==> src/rtl/coeff_frame_tx.sv <==
// rtl/coeff_frame_tx.sv - snapshots ADC values and biquad coefficients into a 42-byte sync-prefixed frame
// and streams it out MSB first over a valid/ready byte interface.
module coeff_frame_tx #(
  parameter logic [15:0] SYNC_WORD   = 16'hAA55,
  parameter int          FRAME_BYTES = 42
) (
  input  logic         clk,
  input  logic         reset_n,
  input  logic         start,
  input  logic [79:0]  adc_vals,
  input  logic [239:0] coeffs,
  output logic [7:0]   tx_byte,
  output logic         tx_valid,
  input  logic         tx_ready,
  output logic         busy,
  output logic         done
);

  localparam int         FW       = FRAME_BYTES * 8;
  localparam logic [5:0] LAST_IDX = 6'(FRAME_BYTES - 1);

  typedef enum logic {IDLE, SEND} state_t;

  state_t          state, state_n;
  logic [FW-1:0]   shift_reg, shift_n;
  logic [5:0]      byte_idx, idx_n;
  logic            done_n;

  always_comb begin
    state_n = state;
    shift_n = shift_reg;
    idx_n   = byte_idx;
    done_n  = 1'b0;
    case (state)
      IDLE: begin
        if (start) begin
          shift_n = {SYNC_WORD, adc_vals, coeffs};
          idx_n   = 6'd0;
          state_n = SEND;
        end
      end
      SEND: begin
        // tx_valid is always high in SEND, so tx_ready alone marks a handshake
        if (tx_ready) begin
          if (byte_idx == LAST_IDX) begin
            state_n = IDLE;
            done_n  = 1'b1;
          end else begin
            shift_n = shift_reg << 8;
            idx_n   = byte_idx + 6'd1;
          end
        end
      end
      default: state_n = IDLE;
    endcase
  end

  // Outputs are registered from the next-state values so they line up with the state they describe
  always_ff @(posedge clk or negedge reset_n) begin
    if (!reset_n) begin
      state     <= IDLE;
      shift_reg <= '0;
      byte_idx  <= 6'd0;
      done      <= 1'b0;
      tx_valid  <= 1'b0;
      busy      <= 1'b0;
      tx_byte   <= 8'h00;
    end else begin
      state     <= state_n;
      shift_reg <= shift_n;
      byte_idx  <= idx_n;
      done      <= done_n;
      tx_valid  <= (state_n == SEND);
      busy      <= (state_n == SEND);
      tx_byte   <= (state_n == SEND) ? shift_n[FW-1 -: 8] : 8'h00;
    end
  end

endmodule

==> config.mk <==
export PLATFORM = sky130hd
export DESIGN_NAME = coeff_frame_tx
export DESIGN_NICKNAME = d
export VERILOG_FILES = /design/src/rtl/coeff_frame_tx.sv
export SDC_FILE = /design/constraint.sdc
export NUM_CORES = 1
export LEC_CHECK = 0
export CAP_MARGIN = 10
export CORE_MARGIN = 10
export CORE_UTILIZATION = 51
export CTS_CLUSTER_DIAMETER = 40
export DETAILED_ROUTE_END_ITERATION = 8
export HOLD_SLACK_MARGIN = 0.05
export PLACE_DENSITY = 0.78
export SYNTH_ARGS = -nofsm -noshare
export SYNTH_HDL_FRONTEND = slang
export SYNTH_SLANG_ARGS = --single-unit
==> constraint.sdc <==
create_clock -name clk -period 2.5 [get_ports clk]
set_clock_uncertainty 0.15 [all_clocks]
set_input_delay 0.25 -clock clk [delete_from_list [all_inputs] [get_ports clk]]
set_output_delay 0.25 -clock clk [all_outputs]
set_load 0.02 [all_outputs]
# Word level (Yosys, flattened, before mapping)
# Cells that the tools add are included.
# totals
rom_bits,0
input_bits,324
ff_bits,352
n_memories,0
latch_bits,0
ram_bits,0
out_inout_bits,11
wordCells,29
# classes
n_lt_le_gt_ge,0
bitwise,1
eq_ne,4
mul,0
muxes,16
reduce_logical,1
addsub,1
n_shift,0
div_mod_pow,0
# ops
op,n
$mux W336,3
$pmux W336 S2,1
$mux W6,3
$pmux W6 S2,1
$mux W8,1
$add A6 B1 Y6 const B,1
$eq A6 B6 Y1 const B,1
$mux W1,6
$ne A2 B2 Y1 const B,3
$reduce_and A3 Y1,1
$pmux W1 S2,1
$not A1 Y1,1

# Longest topological paths before layout
# Gate-level depths: netlist (run 1).
# depth
depth_word,5
depth_mapped,8
depth_no_buf,5

# Least setup slack after synthesis (run 1)
# Ideal clock, no wire load.
# synth_path
path_kind,register to register
start,register byte_idx[1]
end,register shift_reg[189]
setup_time_ps,126
slack_ps,556
synth_period_minus_slack_ps,1944
t_arrival_ps,1667
path_stages_with_launch,9
path_buffers,3
cell_sequence,dfrtp_1 inv_1 ha_1 and3b_1 a21oi_2 buf_2 buf_2 buf_2 a221o_1
# synth_via
elab_chain_len,3
# synth_rtl
element,line,source
start: declaration,26,"logic [5:0] byte_idx, idx_n;"
start signal: assignment,71,byte_idx <= idx_n;
$eq A6 B6 Y1,45,if (byte_idx == LAST_IDX) begin
$ne A2 B2 Y1 (no source line),--,
$reduce_and A3 Y1 (no source line),--,
end signal: assignment,70,shift_reg <= shift_n;
end: declaration,25,"logic [FW-1:0] shift_reg, shift_n;"
# No other way between the ends.
# A chain may end at the register's enable or synchronous reset.

# Final worst setup path (run 1)
# layout_path
start,register byte_idx[1]
end,register shift_reg[121]
# The elaborated chain is that of the path after synthesis.

==> results of run 1 <==
==> per-layer routing <==
| layer | wire, µm | part of all wire [%] | global-route usage [%] | vias up |
|---|---|---|---|---|
| li1 | - | - | - | 5264 |
| met1 | 18100 | 41 | 29.9 | 5926 |
| met2 | 21500 | 49 | 37.5 | 445 |
| met3 | 3530 | 8.0 | 6.69 | 65 |
| met4 | 940 | 2.1 | 6.14 | 8 |
| met5 | 48 | 0.11 | 0 | - |
==> power breakdown <==
group / switching (mW) / internal, mW
clock: 2.47 / 3.71
sequential: 0.833 / 6.86
combinational: 0.977 / 1.55
==> layout by cell type (no fill, tap or decap), types with 2 or more instances in the layout <==
master / count
clkinv_4: 4
a21oi_1: 2
and2_1: 313
diode_2: 2
buf_4: 19
clkinv_2: 4
a31oi_1: 4
clkbuf_1: 4
bufinv_16: 2
nor2_1: 14
a221o_1: 312
mux2_2: 2
nand3_1: 3
inv_8: 2
a21boi_0: 4
mux2i_1: 5
ha_1: 2
o31ai_1: 2
inv_6: 2
nand2b_1: 10
o211ai_1: 22
nand2_1: 28
buf_12: 14
clkinvlp_4: 9
dfrtp_1: 352
inv_1: 2
clkbuf_16: 45
clkbuf_8: 6
clkdlybuf4s50_1: 333
o21ai_0: 21
==> kinds of logic after synthesis <==
kind of cell	share of synthesized area [%]
simple gates	14.7
compound gates	23.1
flops	57.9
buf+inv	3.56
mux	0.477
fa+ha+maj	0.165
==> area by class of cell <==
type | instances | area [µm²] | area share (%)
Sequential cell | 352 | 8810 | 43.2
Multi-Input combinational cell | 754 | 5860 | 28.7
Timing Repair Buffer | 368 | 3780 | 18.5
Clock buffer | 55 | 1220 | 6.00
Tap cell | 390 | 488 | 2.39
Clock inverter | 23 | 223 | 1.09
Inverter | 2 | 7.51 | 0.0368
Antenna cell | 2 | 5.00 | 0.0245
==> critical path: stages (launching register included) <==
cell	delay (ns)
dfrtp_1	0.42
inv_1	0.07
ha_1	0.15
nand3b_1	0.14
o31ai_4	0.38
buf_12	0.49
a221o_1	0.29
==> timing repair <==
action,CTS,global route
hold buffers,1,0
buffers inserted,0,0
hold endpoints to repair,241,0
gates resized for setup,0,0
==> stage by stage <==
step	total power [mW]	utilization [%]	std cells	instance area (µm²)	hold slack (ns)
2_1_floorplan	8.94	-	1228	15200	-0.196
3_3_place_gp	10.2	64.1	1865	18900	0.0788
3_5_place_dp	10.3	64.1	1865	18900	0.0814
4_1_cts	16.5	69.0	1944	20400	0.126
5_1_grt	17.1	69.0	1945	20400	0.135
6_report	16.4	69.0	1946	20400	0.0937
==> worst min-delay path by stage <==
stage	startpoint	to	slack (ns)
6_report	reset_n	shift_reg[52]$_DFFE_PN0P_	0.09
5_1_grt	reset_n	shift_reg[52]$_DFFE_PN0P_	0.13
4_1_cts	reset_n	shift_reg[52]$_DFFE_PN0P_	0.13
3_5_place_dp	reset_n	shift_reg[52]$_DFFE_PN0P_	0.08
3_3_place_gp	reset_n	shift_reg[44]$_DFFE_PN0P_	0.08
2_1_floorplan	reset_n	byte_idx[0]$_DFFE_PN0P_	-0.20
==> results.cfg, run 1 <==
[global_routing]
grt_max_degree = 144
grt_antenna_before_repair = 6
grt_usage_pct = 23.2
grt_pass1_wl_mm = 68.6
grt-ovfl-total = 0
grt_pass1_vias = 12100

[drt]
wl_mm = 44.1
wl_per_cell_um = 22.6
ant_nets = 0
drtIter0Drc = 1210
via_per_inst = 6.02
drtPass1Iterations = 5
drc_errors = 0
num_vias = 11700

[yosys]
synthArstFlopShare_pct = 100
synth.distinct_cells = 30
yosysMostFrequentCell = dfrtp_1
yosysTopAreaCell = dfrtp_1
synth.yosys.warnings = 0
synth_nets = 1554
mappedNetlistArea_um2 = 15200
synth_edf_count = 0
netlist_instances = 1228
syn_avg_cell_area_um2 = 12.4
synth_top_area_share_pct = 57.9
yosysSeqAreaShare_pct = 57.9
yosys-top-cells-area = dfrtp_1 58%, a221o_1 21%, and2_1 13%
synthFlopType = dfrtp_1
yosys-top-cells-count = 352 x dfrtp_1, 313 x and2_1, 312 x a221o_1
ys_seq_elements = 352

[setup_path]
cp.required_ns = 2.80
criticalPathCategory = flop to flop
cp.arrival_ns = 2.60
cp_max_fo = 143
rr_endpoint = shift_reg[121]$_DFFE_PN0P_
worstSetupEndpointType = flop
reg2reg_slack_ns = 0.20
r2r-start = byte_idx[1]$_DFFE_PN0P_
start_kind = flop
critPathLaunch = byte_idx[1]$_DFFE_PN0P_
worst-r2r-cell-count = 6
endpoint = shift_reg[121]$_DFFE_PN0P_

[clock_network]
htreeDepth = 2
clockRootBuffer = clkbuf_16
numCtsBuffers = 42
max-clock-path-buffers = 3
cts_tree = yes
clock_latency_ns = 0.52
clk_pin_slew_ns = 0.06
cts.sinks = 352

[place]
place_ws_ns = 0.179
place_congestion = 0.834
io_buffers = 334
dp_hpwl_mm = 30.2

[timing]
setup_tns_ns = 0
finalCritPeriodShare_pct = 92.1
fmax_mhz = 434
hold_viol = 0
slew_headroom_pct = 55.3
rsz0062_at_grt = false
finalCriticalPeriod_ns = 2.30
fin_ws_ns = 0.197
worst_pin_slew_ns = 0.670
maxSlewViolCount = 0
setup_violations = 0

[worst_hold_path]
min_path_type = input port to asynchronous set/reset pin

[cells_and_area]
largest_reg_flops = 336
layout-drive-gt1-share_pct = 7.27
syn_to_final_growth_pct = 34.2
nFillCells = 2139
nets = 1846

[die]
die-height_um = 193
die_area_um2 = 37100
fp.coreArea_um2 = 29600
rows = 63
floorplan.initialDensity_pct = 51.4
io_pins = 335
die_w_um = 193

[power_and_ir_drop]
ir_drop_v = 0.000510
total_leakage_power_nw = 9.32
powerDensity_nw_per_um2 = 804

[job]
cap_viol_max_count = 0

[status]
status = finished clean
Note: power is estimated with default switching activity, not from simulation.
==> inputs of run 2 (changes only) <==
--- a/config.mk
+++ b/config.mk
@@ -12,6 +12,7 @@
 export DETAILED_ROUTE_END_ITERATION = 8
 export HOLD_SLACK_MARGIN = 0.05
 export PLACE_DENSITY = 0.78
+export SLEW_MARGIN = 5
 export SYNTH_ARGS = -nofsm -noshare
 export SYNTH_HDL_FRONTEND = slang
 export SYNTH_SLANG_ARGS = --single-unit
==> results of run 2 <==
The final DEF is identical to that of run 1; final timing and power are the same.
==> inputs of run 3 (changes only) <==
--- a/config.mk
+++ b/config.mk
@@ -12,7 +12,7 @@
 export DETAILED_ROUTE_END_ITERATION = 8
 export HOLD_SLACK_MARGIN = 0.05
 export PLACE_DENSITY = 0.78
-export SLEW_MARGIN = 5
+export SLEW_MARGIN = 40
 export SYNTH_ARGS = -nofsm -noshare
 export SYNTH_HDL_FRONTEND = slang
 export SYNTH_SLANG_ARGS = --single-unit
==> results of run 3 <==
The final DEF is identical to that of run 1; final timing and power are the same.
